`src/rtl/demod_segment_serializer.sv`:
```
// Captures ten upstream segments and streams them one word per beat.
// Optional XOR checksum beat: define SEG_CHECKSUM_EN.
module demod_segment_serializer #(
  parameter int DATA_W   = 32,
  parameter int WAIT_MAX = 8
) (
  input  logic              clk,
  input  logic              reset,
  input  logic              frame_go,
  output logic              up_start,
  input  logic              up_valid,
  input  logic [DATA_W-1:0] seg_0,
  input  logic [DATA_W-1:0] seg_1,
  input  logic [DATA_W-1:0] seg_2,
  input  logic [DATA_W-1:0] seg_3,
  input  logic [DATA_W-1:0] seg_4,
  input  logic [DATA_W-1:0] seg_5,
  input  logic [DATA_W-1:0] seg_6,
  input  logic [DATA_W-1:0] seg_7,
  input  logic [DATA_W-1:0] seg_8,
  input  logic [DATA_W-1:0] seg_9,
  output logic [DATA_W-1:0] out_data,
  output logic              out_valid,
  input  logic              out_ready,
  output logic [3:0]        out_index,
  output logic              out_last,
  output logic              busy,
  output logic              timeout_err
);

  typedef enum logic [1:0] {IDLE, REQ, SEND} state_t;

`ifdef SEG_CHECKSUM_EN
  localparam logic [3:0] LAST_IDX = 4'd10;
`else
  localparam logic [3:0] LAST_IDX = 4'd9;
`endif
  localparam logic [7:0] WAIT_LAST = 8'(WAIT_MAX - 1);

  state_t            state_q, state_d;
  logic              up_start_q, up_start_d;
  logic              out_valid_q, out_valid_d;
  logic              out_last_q, out_last_d;
  logic              busy_q, busy_d;
  logic              tmo_q, tmo_d;
  logic [DATA_W-1:0] out_data_q, out_data_d;
  logic [3:0]        out_index_q, out_index_d;
  logic [7:0]        wait_cnt_q, wait_cnt_d;
  logic [DATA_W-1:0] cap_q [10];
  logic [DATA_W-1:0] cap_d [10];
  logic [DATA_W-1:0] seg_in [10];
  logic [DATA_W-1:0] words [16];
  logic [3:0]        nxt_idx;
`ifdef SEG_CHECKSUM_EN
  logic [DATA_W-1:0] chk_q, chk_d, seg_xor;
`endif

  assign seg_in[0] = seg_0;
  assign seg_in[1] = seg_1;
  assign seg_in[2] = seg_2;
  assign seg_in[3] = seg_3;
  assign seg_in[4] = seg_4;
  assign seg_in[5] = seg_5;
  assign seg_in[6] = seg_6;
  assign seg_in[7] = seg_7;
  assign seg_in[8] = seg_8;
  assign seg_in[9] = seg_9;
  assign nxt_idx   = out_index_q + 4'd1;

  // Beat-indexed view of the captured frame.
  always_comb begin
    for (int i = 0; i < 16; i++) words[i] = '0;
    for (int i = 0; i < 10; i++) words[i] = cap_q[i];
`ifdef SEG_CHECKSUM_EN
    words[10] = chk_q;
    seg_xor = '0;
    for (int i = 0; i < 10; i++) seg_xor = seg_xor ^ seg_in[i];
`endif
  end

  // Next-state and output-register logic for IDLE/REQ/SEND.
  always_comb begin
    state_d     = state_q;
    up_start_d  = up_start_q;
    out_valid_d = out_valid_q;
    out_last_d  = out_last_q;
    busy_d      = busy_q;
    tmo_d       = tmo_q;
    out_data_d  = out_data_q;
    out_index_d = out_index_q;
    wait_cnt_d  = wait_cnt_q;
    cap_d       = cap_q;
`ifdef SEG_CHECKSUM_EN
    chk_d       = chk_q;
`endif
    unique case (state_q)
      IDLE: begin
        if (frame_go) begin
          up_start_d = 1'b1;
          busy_d     = 1'b1;
          tmo_d      = 1'b0;
          wait_cnt_d = '0;
          state_d    = REQ;
        end
      end
      REQ: begin
        if (up_valid) begin
          cap_d       = seg_in;
`ifdef SEG_CHECKSUM_EN
          chk_d       = seg_xor;
`endif
          up_start_d  = 1'b0;
          out_data_d  = seg_in[0];
          out_index_d = '0;
          out_valid_d = 1'b1;
          out_last_d  = 1'b0;
          state_d     = SEND;
        end else if (wait_cnt_q == WAIT_LAST) begin
          tmo_d      = 1'b1;
          up_start_d = 1'b0;
          busy_d     = 1'b0;
          state_d    = IDLE;
        end else begin
          wait_cnt_d = wait_cnt_q + 8'd1;
        end
      end
      SEND: begin
        if (out_valid_q && out_ready) begin
          if (out_index_q == LAST_IDX) begin
            out_valid_d = 1'b0;
            out_last_d  = 1'b0;
            busy_d      = 1'b0;
            state_d     = IDLE;
          end else begin
            out_index_d = nxt_idx;
            out_data_d  = words[nxt_idx];
            out_last_d  = (nxt_idx == LAST_IDX);
          end
        end
      end
      default: state_d = IDLE;
    endcase
  end

  // State and datapath registers with synchronous active-low reset.
  always_ff @(posedge clk) begin
    if (!reset) begin
      state_q     <= IDLE;
      up_start_q  <= 1'b0;
      out_valid_q <= 1'b0;
      out_last_q  <= 1'b0;
      busy_q      <= 1'b0;
      tmo_q       <= 1'b0;
      out_data_q  <= '0;
      out_index_q <= '0;
      wait_cnt_q  <= '0;
      for (int i = 0; i < 10; i++) cap_q[i] <= '0;
`ifdef SEG_CHECKSUM_EN
      chk_q       <= '0;
`endif
    end else begin
      state_q     <= state_d;
      up_start_q  <= up_start_d;
      out_valid_q <= out_valid_d;
      out_last_q  <= out_last_d;
      busy_q      <= busy_d;
      tmo_q       <= tmo_d;
      out_data_q  <= out_data_d;
      out_index_q <= out_index_d;
      wait_cnt_q  <= wait_cnt_d;
      cap_q       <= cap_d;
`ifdef SEG_CHECKSUM_EN
      chk_q       <= chk_d;
`endif
    end
  end

  assign up_start    = up_start_q;
  assign out_valid   = out_valid_q;
  assign out_last    = out_last_q;
  assign busy        = busy_q;
  assign timeout_err = tmo_q;
  assign out_data    = out_data_q;
  assign out_index   = out_index_q;

endmodule

```
`config.mk`:
```
export PLATFORM = sky130hd
export DESIGN_NAME = demod_segment_serializer
export DESIGN_NICKNAME = d
export VERILOG_FILES = /design/src/rtl/demod_segment_serializer.sv
export SDC_FILE = /design/constraint.sdc
export NUM_CORES = 1
export LEC_CHECK = 0
export ABC_AREA = 1
export ABC_CLOCK_PERIOD_IN_PS = 6570
export BUFFER_PORTS_ARGS = -buffer_cell sky130_fd_sc_hd__buf_2
export CAP_MARGIN = 20
export CORE_UTILIZATION = 55
export DETAILED_ROUTE_END_ITERATION = 12
export GPL_TIMING_DRIVEN = 0
export PLACE_DENSITY = 0.81
export RECOVER_POWER = 25
export REMOVE_ABC_BUFFERS = 1
export SKIP_CTS_REPAIR_TIMING = 1
export SYNTH_ARGS = -nofsm -noshare
export SYNTH_HDL_FRONTEND = slang
export SYNTH_SLANG_ARGS = --single-unit
```
`constraint.sdc`:
```
create_clock -name clk -period 6.57 [get_ports clk]
set_input_delay 1.314 -clock clk [delete_from_list [all_inputs] [get_ports clk]]
set_output_delay 1.314 -clock clk [all_outputs]
set_load 0.01 [all_outputs]
```
==> results of run 1 <==
cells in the final DEF (no fill, tap or decap), types with 2 or more instances in the layout:
cell type and count:
inv_6 2, clkinv_2 4, ha_1 5, nor2_2 2
clkbuf_1 48, a21oi_2 2, inv_2 3, buf_2 326
nand3_1 239, diode_2 13, buf_12 3, clkbuf_16 41
a21oi_1 272, nor3_1 2, buf_16 9, nand3b_1 2
dfxtp_1 370, nand2_4 3, o21ai_0 354, nor2_1 341
clkbuf_8 13, nand2_1 493, inv_1 241
power groups by stage:
stage          combinational [mW]  sequential [mW]  clock (mW)
6_report                     1.23             2.71        2.22
4_1_cts                      1.24             2.71        2.24
5_1_grt                      1.40             2.74        2.34
2_1_floorplan               0.858             2.75           0
3_5_place_dp                 1.23             2.75           0
3_3_place_gp                 1.24             2.75           0
flip-flops by register name (all words and copies together), names as in the netlist:
signal and cells:
busy 1, cap_q 320, out_data 32, out_index 4
out_last 1, out_valid 1, state_q 2, timeout_err 1
up_start 1, wait_cnt_q 8
worst paths after layout:
check / startpoint / end / cells after the start
setup / recovery: up_valid / cap_q[143] / 6
hold / removal: cap_q[139] / cap_q[139] / 2
setup reg to reg: state_q[1] / cap_q[143] / 7
hold reg to reg: cap_q[139] / cap_q[139] / 2
cells in the mapped netlist:
library cell  number  area, um^2
a21oi_1          272        1360
a21oi_2            2        17.5
and2_2             1        7.51
buf_1             12        45.0
buf_2             49         245
buf_4             21         158
buf_6             12         135
clkbuf_1         100         375
clkinv_1           2        7.51
dfxtp_1          371        7430
ha_1               7        87.6
inv_1            240         901
inv_2              6        22.5
nand2_1          496        1860
nand2_2            1        6.26
nand3_1          239        1200
nand3b_1           2        15.0
nand4_1            1        6.26
nor2_1           341        1280
nor2_2             2        12.5
nor3_1             2        10.0
o21ai_0          354        1770
o21ai_2            1        8.76
o21bai_1           1        7.51
xor2_1             1        8.76
worst max-delay path, delay by kind of cell:
kind / cells / cell delay (ns)
compound gates: 2 / 0.31
buf+inv: 3 / 2.78
simple gates: 1 / 0.61
area by class of cell:
class                           count  area share
Tap cell                          390      0.0244
Clock inverter                      6     0.00307
Sequential cell                   371       0.372
Timing Repair Buffer              378       0.105
Multi-Input combinational cell   1723       0.385
Antenna cell                       13     0.00163
Inverter                          248      0.0472
Clock buffer                       63      0.0619
through the flow:
step                      total power, mW  area (um^2)  cells  setup WS, ns   TNS, ns
final                                6.16        20000   3192          1.84         0
after global routing                 6.49        20000   3187          1.42         0
after CTS                            6.19        20000   3179          2.38         0
after detailed placement             3.98        18700   3110          1.86         0
after global placement               3.99        18300   3097        -14.48  -3182.20
after floorplan                      3.61        16000   2342         -6.84  -1412.19
logic make-up (layout without fill, tap and decap cells):
family | Yosys count | after routing | share of synthesized area
AO/OA/AOI/OAI | 630 | 630 | 0.187
AND/OR/NAND/NOR | 1085 | 1085 | 0.259
flip-flops | 371 | 371 | 0.438
XOR/XNOR | 1 | 1 | 0.000516
other | 0 | 13 | 0
buffers and inverters | 442 | 695 | 0.111
adder cells (fa/ha/maj) | 7 | 7 | 0.00516
routing by layer:
metal  GRT usage  wire, um
met4       0.118      1670
met5           0        23
met2       0.501     22500
met1       0.366     19900
met3      0.0499      4080
==> run metrics, run 1 <==
Core ar.=0.0300 mm^2; Area Overhead vs Synth=17.8%; final worst path period share=0.720; outcome=finished, violations left; Final ANT Viol Nets=0; Nets=3095; Yosys cell types=25; worst skew pair latency=0.52 ns; syn avg cell area=approximately 6.7 um^2; TritonRoute pass-1 iters=6; gr ovfl total=0; Required @ worst endpoint=7.02 ns; sw power=1.79 mW; first-pass GRT wire length=around 75000 um; failing checks=max-capacitance violations, max-slew violations; min Tclk post-route=about 4.7 ns; Slew Viols, Final=134; Port Buffer Count=between 300 and 400; Crit Path Max Fanout=98; DRT iter0 DRCs=between 1000 and 1500; clk root buf=clkbuf_16; Die X=178 um; area of the multi-input gates=0.00770 mm^2; fmax=211 MHz; largest net degree at the start of global routing=186; number of max-cap violations=2; # clock sinks=371; clock network power share=0.360; # setup viols final=0; routability cong.=0.852; Synth Warn #=0; Total GRT Usage=0.293; vias post-DR=between 15000 and 20000; Final Hold Fails=0; Pint=4.37 mW; CTS tree=yes; Final Skew=0.0102 ns; Reg clk slew, reported paths=0.06 ns; cell count after synthesis=2536; power share of the combinational group=0.200; boundary pin count=366; CP Data Arrival Time=approximately 5.2 ns; die height=around 180 um; Via density=5.37; slew margin rel.=-1.19; FF/Latch Area=around 0.0074 mm^2; Net Sw Frac=0.290; fin util=0.666; row cnt=63; HP Class=reg -> reg; critical-path cell list=clkbuf_1, nand2_4, clkbuf_1, buf_16, o21ai_0, a21oi_1; Worst path max stage delay=2.36 ns; sequential share of the synthesized area=0.438; worst hold margin=0.446 ns; DP Wirelength=around 29000 um; Die ar.=approximately 0.032 mm^2; CTS Buffer Depth=3; RSZ-0062 raised after global routing=false; Critical Path Most Common Cell=clkbuf_1; CTS Buf Count=41; synthesized area=0.0170 mm^2; initial antenna violation count=14; Worst Tran Pin Value=3.29 ns; register bit total from synthesis=around 370; sequential power share=0.440; vias in the first global route=15700; H-tree Lvls=2; share of cells above drive strength 1=0.150; FF-to-FF setup slack=2.00 ns; DRC Markers=0; final WL=48200 um; Crit. End Element=flip-flop; leakage power figure=8.40 nW; Worst Path Class, Setup=in -> reg; CP max-delay cell=clkbuf_1; peak supply drop=205 uV; kind of start point of the critical path=input port; Cell Pwr Density=308 mW/mm^2; fillers=2620; effective utilization at floorplan=0.565; WL per Instance=approximately 15 um
Note: power is estimated with default switching activity, not from simulation.
==> inputs of run 2 (changes only) <==
--- a/config.mk
+++ b/config.mk
@@ -6,13 +6,13 @@
 export NUM_CORES = 1
 export LEC_CHECK = 0
 export ABC_AREA = 1
-export ABC_CLOCK_PERIOD_IN_PS = 6570
+export ABC_CLOCK_PERIOD_IN_PS = 4200
 export BUFFER_PORTS_ARGS = -buffer_cell sky130_fd_sc_hd__buf_2
 export CAP_MARGIN = 20
-export CORE_UTILIZATION = 55
+export CORE_UTILIZATION = 50
 export DETAILED_ROUTE_END_ITERATION = 12
 export GPL_TIMING_DRIVEN = 0
-export PLACE_DENSITY = 0.81
+export PLACE_DENSITY = 0.77
 export RECOVER_POWER = 25
 export REMOVE_ABC_BUFFERS = 1
 export SKIP_CTS_REPAIR_TIMING = 1
==> constraint.sdc (replaced) <==
create_clock -name clk -period 4.2 [get_ports clk]
set_input_delay 0.84 -clock clk [delete_from_list [all_inputs] [get_ports clk]]
set_output_delay 0.84 -clock clk [all_outputs]
set_load 0.01 [all_outputs]
==> run 2 against run 1 <==
Effect of this change: the run now ends clean; worst hold slack got worse by 0.0022 ns; critical path type is now reg -> reg; worst setup slack lost 1.5 ns; critical path depth grew 6; non-clock buffer count is 2 higher.
==> run metrics, run 2 (synthesis results as in run 1) <==
Crit. End Element=flip-flop; Total GRT Usage=0.273 (-0.0205); Reg clk slew, reported paths=0.06 ns (about the same); HP Class=reg -> reg; leakage power figure=8.40 nW (about the same); worst skew pair latency=0.52 ns (about the same); Slew Viols, Final=0 (-100%); fillers=3145 (+20%); die height=186 um (+4.8%); WL per Instance=15.1 um (+0.12%); Crit Path Max Fanout=96 (-2.0%); Final Skew=0.0104 ns (+0.000248 ns); effective utilization at floorplan=0.508 (-0.0577); outcome=finished clean; commonest cells after routing, fill and taps aside=nand2_1 (494), dfxtp_1 (370), o21ai_0 (354); Largest Register=cap_q; area of the multi-input gates=0.00770 mm^2 (about the same); TritonRoute pass-1 iters=5 (-1); Nets=3096 (+0.032%); DP Cell Count=3170 (+1.9%); DRC Markers=0 (unchanged); kind of start point of the critical path=flip-flop; boundary pin count=366 (unchanged); CTS tree=yes; final WL=49200 um (+2.1%); # clock sinks=371 (unchanged); RSZ-0062 raised after global routing=false; most common cell after layout, fill and taps aside=nand2_1; Required @ worst endpoint=4.55 ns (-2.47 ns); Core ar.=0.0334 mm^2 (+11%); # setup viols final=0 (unchanged); CTS Buffer Depth=3 (unchanged); slew margin rel.=0.0142 (+1.21); Final ANT Viol Nets=0 (unchanged); Area Overhead vs Synth=18.4%; max reg flops=320 (unchanged); Port Buffer Count=365 (unchanged); routability cong.=0.822 (-3.5%); gr ovfl total=0 (unchanged); Final Hold Fails=0 (unchanged); peak supply drop=340 uV (+66%); critical-path cell list=buf_16, inv_6, buf_16, ha_4, buf_12, inv_8, nand3_1, nor2_1, nor2_1, nand2_1, nand2_1, a21oi_1; Die ar.=0.0347 mm^2 (+9.9%); CP Data Arrival Time=4.16 ns (-1.02 ns); Worst path max stage delay=0.75 ns (-1.61 ns); vias post-DR=17200 (+0.33%); share of cells above drive strength 1=0.150 (unchanged); CTS Buf Count=40 (-2.4%); Worst Path Class, Setup=reg -> reg; fin util=0.601 (-0.0653); initial antenna violation count=21 (+7); DP Wirelength=29500 um (+2.7%); row cnt=67 (+6.3%); H-tree Lvls=2 (unchanged); final worst path period share=0.908; first-pass GRT wire length=76300 um (+1.8%); Die X=186 um (+4.8%); min Tclk post-route=3.82 ns; number of max-cap violations=0 (-2); Worst Tran Pin Value=1.48 ns (-1.81 ns); Cell Pwr Density=477 mW/mm^2 (+55%); FF/Latch Area=0.00743 mm^2 (unchanged); fmax=262 MHz; Final Non-Filler Cells=3255 (+2.0%); vias in the first global route=15800 (+0.66%); CP max-delay cell=dfxtp_4; Via density=5.28 (-1.6%); largest net degree at the start of global routing=208 (+12%); DRT iter0 DRCs=1218 (-4.4%); clk root buf=clkbuf_16
==> run 2: changes by cell type in the layout (fill, tap and decap cells not counted), sizes merged <==
cell	change
bufinv	+1
clkinvlp	-1
clkbuf	-4
diode	+5
clkinv	+1
buf	+3
==> run 2: final timing paths <==
kind / to / depth (start not counted) / slack [ns] / startpoint
max: out_data[14] / 12 / 0.38 / out_index[0]
min: cap_q[151] / 2 / 0.44 / cap_q[151]
max reg2reg: out_data[14] / 12 / 0.38 / out_index[0]
min reg2reg: cap_q[151] / 2 / 0.44 / cap_q[151]
==> run 2: cell type report <==
| class | count | area share |
|---|---|---|
| Antenna cell | 18 | 0.00224 |
| Tap cell | 448 | 0.0279 |
| Clock buffer | 60 | 0.0581 |
| Sequential cell | 371 | 0.370 |
| Timing Repair Buffer | 380 | 0.107 |
| Multi-Input combinational cell | 1723 | 0.383 |
| Clock inverter | 7 | 0.00423 |
| Inverter | 248 | 0.0471 |
==> run 2: worst max-delay path: cells and delay by family (launching register included) <==
kind	cells	cell delay [ns]
compound gates	1	0.05
fa+ha+maj	1	0.67
buf+inv	5	1.48
flops	1	0.75
simple gates	5	0.57
==> run 2: report_power, final <==
group          total [mW]  switching [mW]  internal, mW
sequential           4.24           0.185          4.05
combinational        1.94            1.22         0.720
clock                3.41            1.38          2.03
total                9.59            2.79          6.80
==> run 2: metal layers <==
layer,share of wire,GRT usage
met5,0.0016,0
met4,0.037,0.122
met3,0.078,0.0520
met2,0.46,0.456
met1,0.42,0.341
==> run 2: metrics by stage <==
step	TNS (ns)	setup slack (ns)	total power, mW	hold WS [ns]	area (um^2)
finish	0	0.385	9.59	0.444	20100
global route	0	0.119	10.1	0.465	20100
CTS	-4.76	-0.246	9.65	0.450	20100
detailed placement	-4.54	-0.242	6.26	0.441	18900
global placement	-3946.77	-16.69	6.25	0.434	18400
floorplan	-2112.12	-8.73	5.64	0.424	16000
